<file path="config.mk">
export PLATFORM = sky130hd
export DESIGN_NAME = otprom_ctrl
export DESIGN_NICKNAME = d
export VERILOG_FILES = /design/src/rtl/otprom_ctrl_pkg.sv /design/src/rtl/otprom_ctrl_timer.sv /design/src/rtl/otprom_ctrl.sv
export SDC_FILE = /design/constraint.sdc
export NUM_CORES = 1
export LEC_CHECK = 0
export ABC_AREA = 1
export BUFFER_PORTS_ARGS = -buffer_cell sky130_fd_sc_hd__buf_2
export CAP_MARGIN = 20
export CORE_UTILIZATION = 44
export DETAILED_ROUTE_END_ITERATION = 12
export PLACE_DENSITY = 0.76
export SLEW_MARGIN = 20
export SYNTH_ARGS = -nofsm -noshare
export SYNTH_HDL_FRONTEND = slang
export SYNTH_SLANG_ARGS = --single-unit
</file>
<file path="constraint.sdc">
create_clock -name clk -period 1.9 [get_ports clk]
set_clock_uncertainty 0.15 [all_clocks]
set_input_delay 0.38 -clock clk [delete_from_list [all_inputs] [get_ports clk]]
set_output_delay 0.38 -clock clk [all_outputs]
set_load 0.02 [all_outputs]
</file>
<file path="src/rtl/otprom_ctrl_pkg.sv">
// Shared definitions for the OTPROM controller: bus/data widths, config fuse bit
// positions and the sequencer state encoding.
package otprom_ctrl_pkg;

    localparam int unsigned BUS_WIDTH  = 10;
    localparam int unsigned DATA_WIDTH = 32;
    localparam int unsigned WEN_WIDTH  = DATA_WIDTH / 8;

    // Bit positions inside config word 0.
    localparam int unsigned OTP_CFG_SDD_BIT  = 0;
    localparam int unsigned OTP_CFG_LOCK_BIT = 1;

    typedef enum logic [2:0] {
        StLdIssue = 3'd0,
        StLdWait  = 3'd1,
        StIdle    = 3'd2,
        StPgmWr   = 3'd3,
        StVfIssue = 3'd4,
        StVfWait  = 3'd5
    } otpc_state_e;

endpackage

</file>
<file path="src/rtl/otprom_ctrl_timer.sv">
// Loadable down-counter used for the read-latency and program-pulse waits.
// Ports:
//   clk_i      clock
//   rst_ni     synchronous active-low reset
//   load_i     load load_val_i this cycle (takes priority over counting)
//   load_val_i value loaded; zero_o rises load_val_i cycles after the load
//   zero_o     counter is at zero
module otprom_ctrl_timer #(
    parameter int unsigned Width = 4
) (
    input  logic             clk_i,
    input  logic             rst_ni,
    input  logic             load_i,
    input  logic [Width-1:0] load_val_i,
    output logic             zero_o
);

    logic [Width-1:0] cnt_q, cnt_d;

    always_comb begin
        cnt_d = cnt_q;
        if (load_i) begin
            cnt_d = load_val_i;
        end else if (cnt_q != '0) begin
            cnt_d = cnt_q - Width'(1);
        end
    end

    always_ff @(posedge clk_i) begin
        if (!rst_ni) begin
            cnt_q <= '0;
        end else begin
            cnt_q <= cnt_d;
        end
    end

    assign zero_o = (cnt_q == '0);

endmodule

</file>
<file path="src/rtl/otprom_ctrl.sv">
// OTPROM controller: sole owner of the OTPROM macro port. After reset it shadow-loads
// CFG_WORDS fuse words into sticky config registers, then passes CPU reads through and
// serialises burns through a timed program/verify sequence.
// Ports:
//   clk, resetn                     clock, synchronous active-low reset
//   m_ram_*                         CPU read port (ready only while idle)
//   pgm_req/addr/data               burn request (1-cycle pulse, sampled in idle)
//   pgm_busy/done/err               sequencer status; done is a 1-cycle pulse, err valid with it
//   s_ram_*                         OTPROM macro read and burn port
//   cfg_valid, cfg_word             shadow load complete, shadow words (word0 in LSBs)
//   secure_debug_disable, pgm_lock  decoded bits of config word 0
module otprom_ctrl
    import otprom_ctrl_pkg::*;
#(
    parameter logic [BUS_WIDTH-1:0] CFG_BASE  = BUS_WIDTH'('h10),
    parameter int unsigned          CFG_WORDS = 4,
    parameter int unsigned          RD_LAT    = 1,
    parameter int unsigned          PGM_PULSE = 8
) (
    input  logic                            clk,
    input  logic                            resetn,
    input  logic [BUS_WIDTH-1:0]            m_ram_raddr,
    input  logic                            m_ram_ren,
    output logic [DATA_WIDTH-1:0]           m_ram_rdata,
    output logic                            m_ram_ready,
    input  logic                            pgm_req,
    input  logic [BUS_WIDTH-1:0]            pgm_addr,
    input  logic [DATA_WIDTH-1:0]           pgm_data,
    output logic                            pgm_busy,
    output logic                            pgm_done,
    output logic                            pgm_err,
    output logic [BUS_WIDTH-1:0]            s_ram_raddr,
    output logic                            s_ram_ren,
    input  logic [DATA_WIDTH-1:0]           s_ram_rdata,
    output logic [BUS_WIDTH-1:0]            s_ram_waddr,
    output logic [DATA_WIDTH-1:0]           s_ram_wdata,
    output logic [WEN_WIDTH-1:0]            s_ram_wen,
    output logic                            cfg_valid,
    output logic [CFG_WORDS*DATA_WIDTH-1:0] cfg_word,
    output logic                            secure_debug_disable,
    output logic                            pgm_lock
);

    localparam int unsigned TmrMax = (PGM_PULSE > RD_LAT) ? PGM_PULSE : RD_LAT;
    localparam int unsigned TmrW   = $clog2(TmrMax + 1);
    localparam int unsigned IdxW   = (CFG_WORDS > 1) ? $clog2(CFG_WORDS) : 1;

    otpc_state_e state_q, state_d;

    logic [IdxW-1:0]                 idx_q, idx_d;
    logic [CFG_WORDS*DATA_WIDTH-1:0] cfg_q, cfg_d;
    logic                            cfg_valid_q, cfg_valid_d;
    logic [BUS_WIDTH-1:0]            addr_q, addr_d;
    logic [DATA_WIDTH-1:0]           data_q, data_d;
    logic                            done_q, done_d;
    logic                            err_q, err_d;

    logic            tmr_load;
    logic [TmrW-1:0] tmr_val;
    logic            tmr_zero;
    logic            lock;
    logic            last_word;
    logic            pgm_accept;

    assign lock       = cfg_q[OTP_CFG_LOCK_BIT];
    assign last_word  = (idx_q == IdxW'(CFG_WORDS - 1));
    assign pgm_accept = pgm_req && cfg_valid_q && !lock;

    otprom_ctrl_timer #(
        .Width(TmrW)
    ) u_timer (
        .clk_i     (clk),
        .rst_ni    (resetn),
        .load_i    (tmr_load),
        .load_val_i(tmr_val),
        .zero_o    (tmr_zero)
    );

    // State register.
    always_ff @(posedge clk) begin
        if (!resetn) begin
            state_q <= StLdIssue;
        end else begin
            state_q <= state_d;
        end
    end

    // Next state and timer loads. Timer loads N-1 on entry so a wait state lasts N cycles.
    always_comb begin
        state_d  = state_q;
        tmr_load = 1'b0;
        tmr_val  = '0;
        unique case (state_q)
            StLdIssue: begin
                state_d  = StLdWait;
                tmr_load = 1'b1;
                tmr_val  = TmrW'(RD_LAT - 1);
            end
            StLdWait: begin
                if (tmr_zero) begin
                    state_d = last_word ? StIdle : StLdIssue;
                end
            end
            StIdle: begin
                if (pgm_accept) begin
                    state_d  = StPgmWr;
                    tmr_load = 1'b1;
                    tmr_val  = TmrW'(PGM_PULSE - 1);
                end
            end
            StPgmWr: begin
                if (tmr_zero) begin
                    state_d = StVfIssue;
                end
            end
            StVfIssue: begin
                state_d  = StVfWait;
                tmr_load = 1'b1;
                tmr_val  = TmrW'(RD_LAT - 1);
            end
            StVfWait: begin
                if (tmr_zero) begin
                    state_d = StIdle;
                end
            end
            default: state_d = StLdIssue;
        endcase
    end

    // Outputs to the OTPROM and CPU.
    always_comb begin
        s_ram_ren   = 1'b0;
        s_ram_raddr = CFG_BASE + BUS_WIDTH'(idx_q);
        s_ram_waddr = addr_q;
        s_ram_wdata = data_q;
        s_ram_wen   = '0;
        m_ram_ready = 1'b0;
        pgm_busy    = 1'b1;
        unique case (state_q)
            StLdIssue: begin
                s_ram_ren = 1'b1;
            end
            StIdle: begin
                s_ram_raddr = m_ram_raddr;
                s_ram_ren   = m_ram_ren;
                m_ram_ready = 1'b1;
                pgm_busy    = 1'b0;
            end
            StPgmWr: begin
                // Gated by resetn so the burn pulse stops in the very cycle reset asserts.
                s_ram_wen = resetn ? '1 : '0;
            end
            StVfIssue: begin
                s_ram_ren   = 1'b1;
                s_ram_raddr = addr_q;
            end
            default: ;
        endcase
    end

    // Datapath: shadow load, burn latches and completion pulses.
    always_comb begin
        idx_d       = idx_q;
        cfg_d       = cfg_q;
        cfg_valid_d = cfg_valid_q;
        addr_d      = addr_q;
        data_d      = data_q;
        done_d      = 1'b0;
        err_d       = 1'b0;
        unique case (state_q)
            StLdWait: begin
                if (tmr_zero) begin
                    cfg_d[int'(idx_q)*DATA_WIDTH +: DATA_WIDTH] = s_ram_rdata;
                    if (last_word) begin
                        cfg_valid_d = 1'b1;
                    end else begin
                        idx_d = idx_q + IdxW'(1);
                    end
                end
            end
            StIdle: begin
                if (pgm_accept) begin
                    addr_d = pgm_addr;
                    data_d = pgm_data;
                end else if (pgm_req) begin
                    done_d = 1'b1;
                    err_d  = 1'b1;
                end
            end
            StVfWait: begin
                if (tmr_zero) begin
                    done_d = 1'b1;
                    err_d  = ((s_ram_rdata & data_q) != data_q);
                end
            end
            default: ;
        endcase
    end

    always_ff @(posedge clk) begin
        if (!resetn) begin
            idx_q       <= '0;
            cfg_q       <= '0;
            cfg_valid_q <= 1'b0;
            addr_q      <= '0;
            data_q      <= '0;
            done_q      <= 1'b0;
            err_q       <= 1'b0;
        end else begin
            idx_q       <= idx_d;
            cfg_q       <= cfg_d;
            cfg_valid_q <= cfg_valid_d;
            addr_q      <= addr_d;
            data_q      <= data_d;
            done_q      <= done_d;
            err_q       <= err_d;
        end
    end

    assign m_ram_rdata          = s_ram_rdata;
    assign pgm_done             = done_q;
    assign pgm_err              = err_q;
    assign cfg_valid            = cfg_valid_q;
    assign cfg_word             = cfg_q;
    assign secure_debug_disable = cfg_q[OTP_CFG_SDD_BIT];
    assign pgm_lock             = lock;

endmodule

</file>
=== Word-level counts from Yosys, hierarchy flattened ===
Cells that the tools add are included.

* Bits in writable memories: 0
* Register bits after elaboration: 182
* Input port bits: 88
* Logic and storage cells: 66
* ROM bits: 0
* Latch bits: 0
* Memories: 0
* Output and inout bits: 224

* $mul: 0
* Bitwise logic cells: 2
* Eq/ne operators: 11
* Muxes and demuxes: 25
* Shift-type cells: 2
* $lt $le $gt $ge: 0
* Divide/modulo/power cells: 0
* Add/subtract/negate cells: 4
* Reductions and logical operators: 13

{| class="wikitable"
|+ Operators by type and width
! kind !! count
|-
| $bwmux W128 || 1
|-
| $shift A32 B34 Y128 const A || 1
|-
| $shiftx A32 B34 Y128 || 1
|-
| $neg A7 Y34 || 1
|-
| $and A32 B32 Y32 || 1
|-
| $ne A32 B32 Y1 || 1
|-
| $pmux W10 S2 || 1
|-
| $mux W3 || 6
|-
| $pmux W3 S6 || 1
|-
| $mux W4 || 4
|-
| $ne A2 B2 Y1 const B || 4
|-
| $pmux W1 S2 || 4
|-
| $mux W1 || 7
|-
| $add A5 B2 Y6 const A || 1
|-
| $eq A3 B2 Y1 const B || 2
|-
| $eq A3 B3 Y1 const B || 2
|-
| $reduce_and A3 Y1 || 2
|-
| $logic_not A4 Y1 || 1
|-
| $reduce_and A2 Y1 || 2
|-
| $reduce_and A4 Y1 || 1
|-
| $reduce_bool A4 Y1 || 1
|-
| $sub A4 B1 Y4 const B || 1
|-
| $eq A3 B1 Y1 const B || 1
|-
| $logic_not A3 Y1 || 1
|-
| other kinds (8) || 9
|}

=== Longest topological paths before layout ===
* Word-level depth: 5
* Mapped depth: 11
* Gate-level depth less buffers: 10

=== Modules after synthesis ===
Synthesis repeated with hierarchy kept, for this count alone.

* Cell total of the unflattened synthesis: 1121
* Area, all modules: 8034.0 um2

{| class="wikitable"
|+ By module, submodules not included
! module !! sequential area each (um2) !! area each (um2) !! cells each !! times used
|-
| otprom_ctrl || 3563.4 || 7786.2 || 1081 || 1
|-
| otprom_ctrl_timer || 80.1 || 247.7 || 40 || 1
|}

=== Worst setup path after synthesis ===
OpenSTA, ideal clock, no wires.

* Path type: in2out
* Start point: input port resetn
* End point: output port s_ram_wen[1]
* Path buffers: 3
* Path slack: -0.373 ns
* Data required time: 1.370 ns
* Arrival: 1.743 ns
* Stages: 5
* Path through: clkbuf_1 -> clkinv_1 -> clkbuf_1 -> nor2_1 -> buf_4

* Word-level cells in the longest chain between the ends: 2

{| class="wikitable"
|+ Ends and longest elaborated chain
! what !! line !! text
|-
| from (decl) || otprom_ctrl.sv:21 || <nowiki>input logic resetn,</nowiki>
|-
| $mux W4 || otprom_ctrl.sv:151 || <nowiki>s_ram_wen = resetn ? '1 : '0;</nowiki>
|-
| $mux W4 || otprom_ctrl.sv:139 || <nowiki>unique case (state_q)</nowiki>
|-
| to (decl) || otprom_ctrl.sv:37 || <nowiki>output logic [WEN_WIDTH-1:0] s_ram_wen,</nowiki>
|}

No other way between the ends.

=== Final worst setup path ===
* Start point: register state_q[2]
* End point: output port s_ram_raddr[5]

* Word-level cells in the longest chain between the ends: 2
* Elaborated cells on any way between the ends: 3
* Those cells by class: eq/ne: 2; mux: 1

{| class="wikitable"
|+ Ends and longest elaborated chain
! what !! line !! text
|-
| from (decl) || otprom_ctrl.sv:48 || <nowiki>otpc_state_e state_q, state_d;</nowiki>
|-
| from (signal assigned) || otprom_ctrl.sv:82 || <nowiki>state_q <= StLdIssue;</nowiki>
|-
| from (signal assigned) || otprom_ctrl.sv:84 || <nowiki>state_q <= state_d;</nowiki>
|-
| $eq A3 B3 Y1 or $eq A3 B2 Y1 (tied branches) || otprom_ctrl.sv:139 ||
|-
| $pmux W10 S2 * || otprom_ctrl.sv:139 ||
|-
| to (decl) || otprom_ctrl.sv:32 || <nowiki>output logic [BUS_WIDTH-1:0] s_ram_raddr,</nowiki>
|}

Mark *: on every way between the ends. The rest lies on a longest branch, timed or not.

==> impl_summary.txt <==
----------------------------------------------------
[Logic synthesis]
  Count of different cell masters after synthesis ... 30
  Post-synthesis sequential element count ... 182
  Share of async-settable or async-resettable flops after synthesis ... 0
  Yosys warning count ... 0
  Post-synthesis sequential area ratio ... 0.4586
  EDFF count, synth ... 0
  Gate count after technology mapping ... 1,073
  Net count after synthesis ... 1,169
  Synthesized area ... 0.007945 mm²
  Most used DFF post-synth ... sky130_fd_sc_hd__dfxtp_1
  Post-synthesis average cell area ... 7.405 µm²

[Critical path]
  Startpoint of the worst-slack reg-to-reg timing path ... state_q[2]
  Type of the worst setup path ... reg -> out
  Critical path data required time ... 1370 ps
  Crit path max fanout ... 5
  Worst setup path startpoint ... state_q[2]
  Critical Path Source Type ... register
  Crit end category ... output port
  Critical Path AT ... 1540 ps

[Clock network]
  Cts hold-fix bufs ... 0
  TritonCTS Sinks ... 182
  CTS H-tree depth ... 4
  Clock root cell ... sky130_fd_sc_hd__clkbuf_16
  Clock network latency to the later pin of the worst-skew pair ... 420 ps
  Max clock buf depth ... 2
  Clock-pin slew on the worst setup and hold paths ... 70 ps
  Clock tree from TritonCTS ... built
  Number of buffers created by CTS ... 17

[Layout]
  Area growth from synthesis to layout ... 33.58%
  Layout cells sized above 1 ... 0.3206
  Filler-free cell count of the finished design ... 1,588
  Post-route design area ... 0.01061 mm²
  Filler cell count ... 1,615
  Inserted Diodes ... 0
  Number of nets in the finished design ... 1,446

[Drt]
  Count of routing violations after the opening detailed-route iteration ... 636
  WL per Instance ... 16.32 µm
  Via/cell ratio ... 5.148
  Residual antenna-violating net count after detailed routing ... 0
  Router iterations before antenna repair ... 5
  Drt drc ... 0
  Final wirelength ... 25,920 µm
  Vias after detailed routing ... 8,175

[GRT]
  Maximum number of pins on one net before global-route repair ... 65
  Number of antenna violations at the first check in global routing ... 0
  Residual overflow from global routing ... 0
  Overall global routing resource usage ... 0.2620
  First-pass GRT wire length ... 37,450 µm
  Vias in the first global route ... 7,142

[Power and ir drop]
  Static Leak ... 5.494 nW
  Total net switching power ... 5.896 mW
  Share of total power in combinational logic ... 0.422
  IR drop worst, VDD ... 0.8006 mV
  Clock power frac ... 0.256
  Power density normalized to cell area ... 1405 mW/mm²
  Switching share of power ... 0.3953
  Sequential group share of total power ... 0.321
  Total internal power ... 9.019 mW

[Timing]
  Max-slew headroom at the worst pin ... 0.7353
  Final Worst Setup Slack ... -165.2 ps
  Min Hold Slack ... 31.06 ps
  Peak clock frequency supported by timing ... 0.4842 GHz
  Count of final hold-check violations ... 0
  Post-route clock period utilization ... 1.087
  Final Critical Period ... 2065 ps
  Setup repair after global routing missed its margin ... yes
  Finish-stage setup viols ... 17
  Total count of max-transition violations in the final report ... 0
  Final setup TNS ... -1634 ps
  Slew at the pin closest to its max-slew limit ... 397.1 ps

[Floorplanning]
  Die width ... 136.4 µm
  Placeable core area ... 0.01748 mm²
  Row cnt ... 48
  Number of top-level pins ... 312
  Die Ht ... 136.4 µm
  Total die area ... 0.01860 mm²
  Starting density of the core ... 0.4546

[Run]
  Count of maximum capacitance violations ... 0

[Status]
  Violated checks ... setup timing
  Result of the run ... finished with violations

[Placement]
  Count of buffers inserted at the top-level ports ... 311
  Number of cells in the design after placement ... 1,540
  Placement-stage cell area ... 0.009567 mm²
  Final HPWL from detailed placement ... 17,900 µm
  Placer's final routability congestion estimate ... 0.8531
  Worst-case setup slack after placement ... 34.38 ps

[Hold path]
  Start point of the worst hold path ... pgm_addr[9]
  Hold WC Path Type ... in -> reg

----------------------------------------------------
## placed cells by master (no fill, tap or decap), types with 3 or more instances in the layout
master,netlist,final
sky130_fd_sc_hd__ha_1,8,6
sky130_fd_sc_hd__buf_12,0,9
sky130_fd_sc_hd__clkbuf_16,0,21
sky130_fd_sc_hd__nand2_4,1,4
sky130_fd_sc_hd__a21oi_1,76,76
sky130_fd_sc_hd__nand3_1,26,24
sky130_fd_sc_hd__nor2_1,275,273
sky130_fd_sc_hd__clkbuf_8,0,3
sky130_fd_sc_hd__bufinv_16,0,4
sky130_fd_sc_hd__a22o_1,7,7
sky130_fd_sc_hd__dfxtp_1,182,179
sky130_fd_sc_hd__o21ai_1,44,55
sky130_fd_sc_hd__inv_4,1,3
sky130_fd_sc_hd__buf_2,18,298
sky130_fd_sc_hd__buf_4,37,33
sky130_fd_sc_hd__o21ai_0,119,107
sky130_fd_sc_hd__buf_6,7,21
sky130_fd_sc_hd__nand2_1,121,114
sky130_fd_sc_hd__nor2_4,3,5
sky130_fd_sc_hd__nand2_2,3,7
sky130_fd_sc_hd__inv_2,6,6
sky130_fd_sc_hd__clkinv_2,0,6
sky130_fd_sc_hd__inv_1,49,47
sky130_fd_sc_hd__o211a_1,32,32
## per-layer routing
metal	part of all wire	vias up	global-route usage
met4	0.013	0	0.07284
met1	0.43	3747	0.3480
li1	-	4009	-
met3	0.076	28	0.05183
met5	0	-	0
met2	0.48	391	0.4292
## cells in the mapped netlist (all sizes together), types with 3 or more instances
master	number	area (µm²)
nor2	280	1092
nand3	26	130.1
o211a	32	320.3
clkbuf	46	173.9
inv	56	212.7
a22o	7	61.31
nor3	3	26.28
a21oi	76	380.4
buf	62	446.7
dfxtp	182	3643
nand2	125	484.2
o21ai	163	815.8
ha	8	100.1
## flip-flops by register name, summed over array words and instances, names as in the netlist
name           cells
cfg_valid          1
s_ram_wdata       32
s_ram_waddr       10
pgm_done           1
u_timer.cnt_q      4
pgm_err            1
cfg_word         128
idx_q              2
state_q            3
## path summary, 6_finish.rpt
kind,depth (start not counted),slack (ps),to
max,5,-170,s_ram_raddr[5]
min reg2reg,2,310,cfg_word[83]
max reg2reg,8,110,s_ram_wdata[21]
min,3,30,s_ram_waddr[9]
## layout make-up
type                            instances  area, µm²  area share
Multi-Input combinational cell        725       3537      0.3333
Clock inverter                         12      172.7     0.01627
Clock buffer                           20      466.7     0.04398
Inverter                               58      234.0     0.02205
Sequential cell                       182       3650      0.3439
Tap cell                              225      281.5     0.02653
Timing Repair Buffer                  366       2271      0.2140
## per-stage QoR
stage | power, mW | utilization
global route | 15.75 | 0.6072
CTS | 14.46 | 0.5931
detailed placement | 10.49 | 0.5474
finish | 14.91 | 0.6072
floorplan | 8.585 | -
global placement | 10.39 | 0.5474
## critical path, cell delays in order, from the launching register on
cell and delay (ps):
sky130_fd_sc_hd__dfxtp_4 360, sky130_fd_sc_hd__nor3_4 180, sky130_fd_sc_hd__buf_6 150, sky130_fd_sc_hd__buf_6 130, sky130_fd_sc_hd__a22o_1 170, sky130_fd_sc_hd__buf_6 130
## logic make-up after synthesis
logic type | after synthesis | share of synthesized area
compound gates | 282 | 0.2022
simple gates | 435 | 0.2208
buf+inv | 166 | 0.1058
flops | 182 | 0.4586
fa+ha+maj | 8 | 0.01260
## power by group through the flow
stage               clock (mW)  sequential (mW)  combinational [mW]
finish                    3.82             4.80                6.30
floorplan                    0             5.47                3.11
CTS                       3.87             4.79                5.80
detailed placement           0             4.86                5.62
global placement             0             4.85                5.53
global route              4.04             4.86                6.85
## timing repair
item                       in CTS  in global routing
hold endpoints to repair        0                  0
gates resized for setup        41                 36
cloned                          1                  6
buffers inserted                4                  5
pin swaps                      11                  4
setup endpoints to repair      17                147
(Power assumes the default switching activity.)
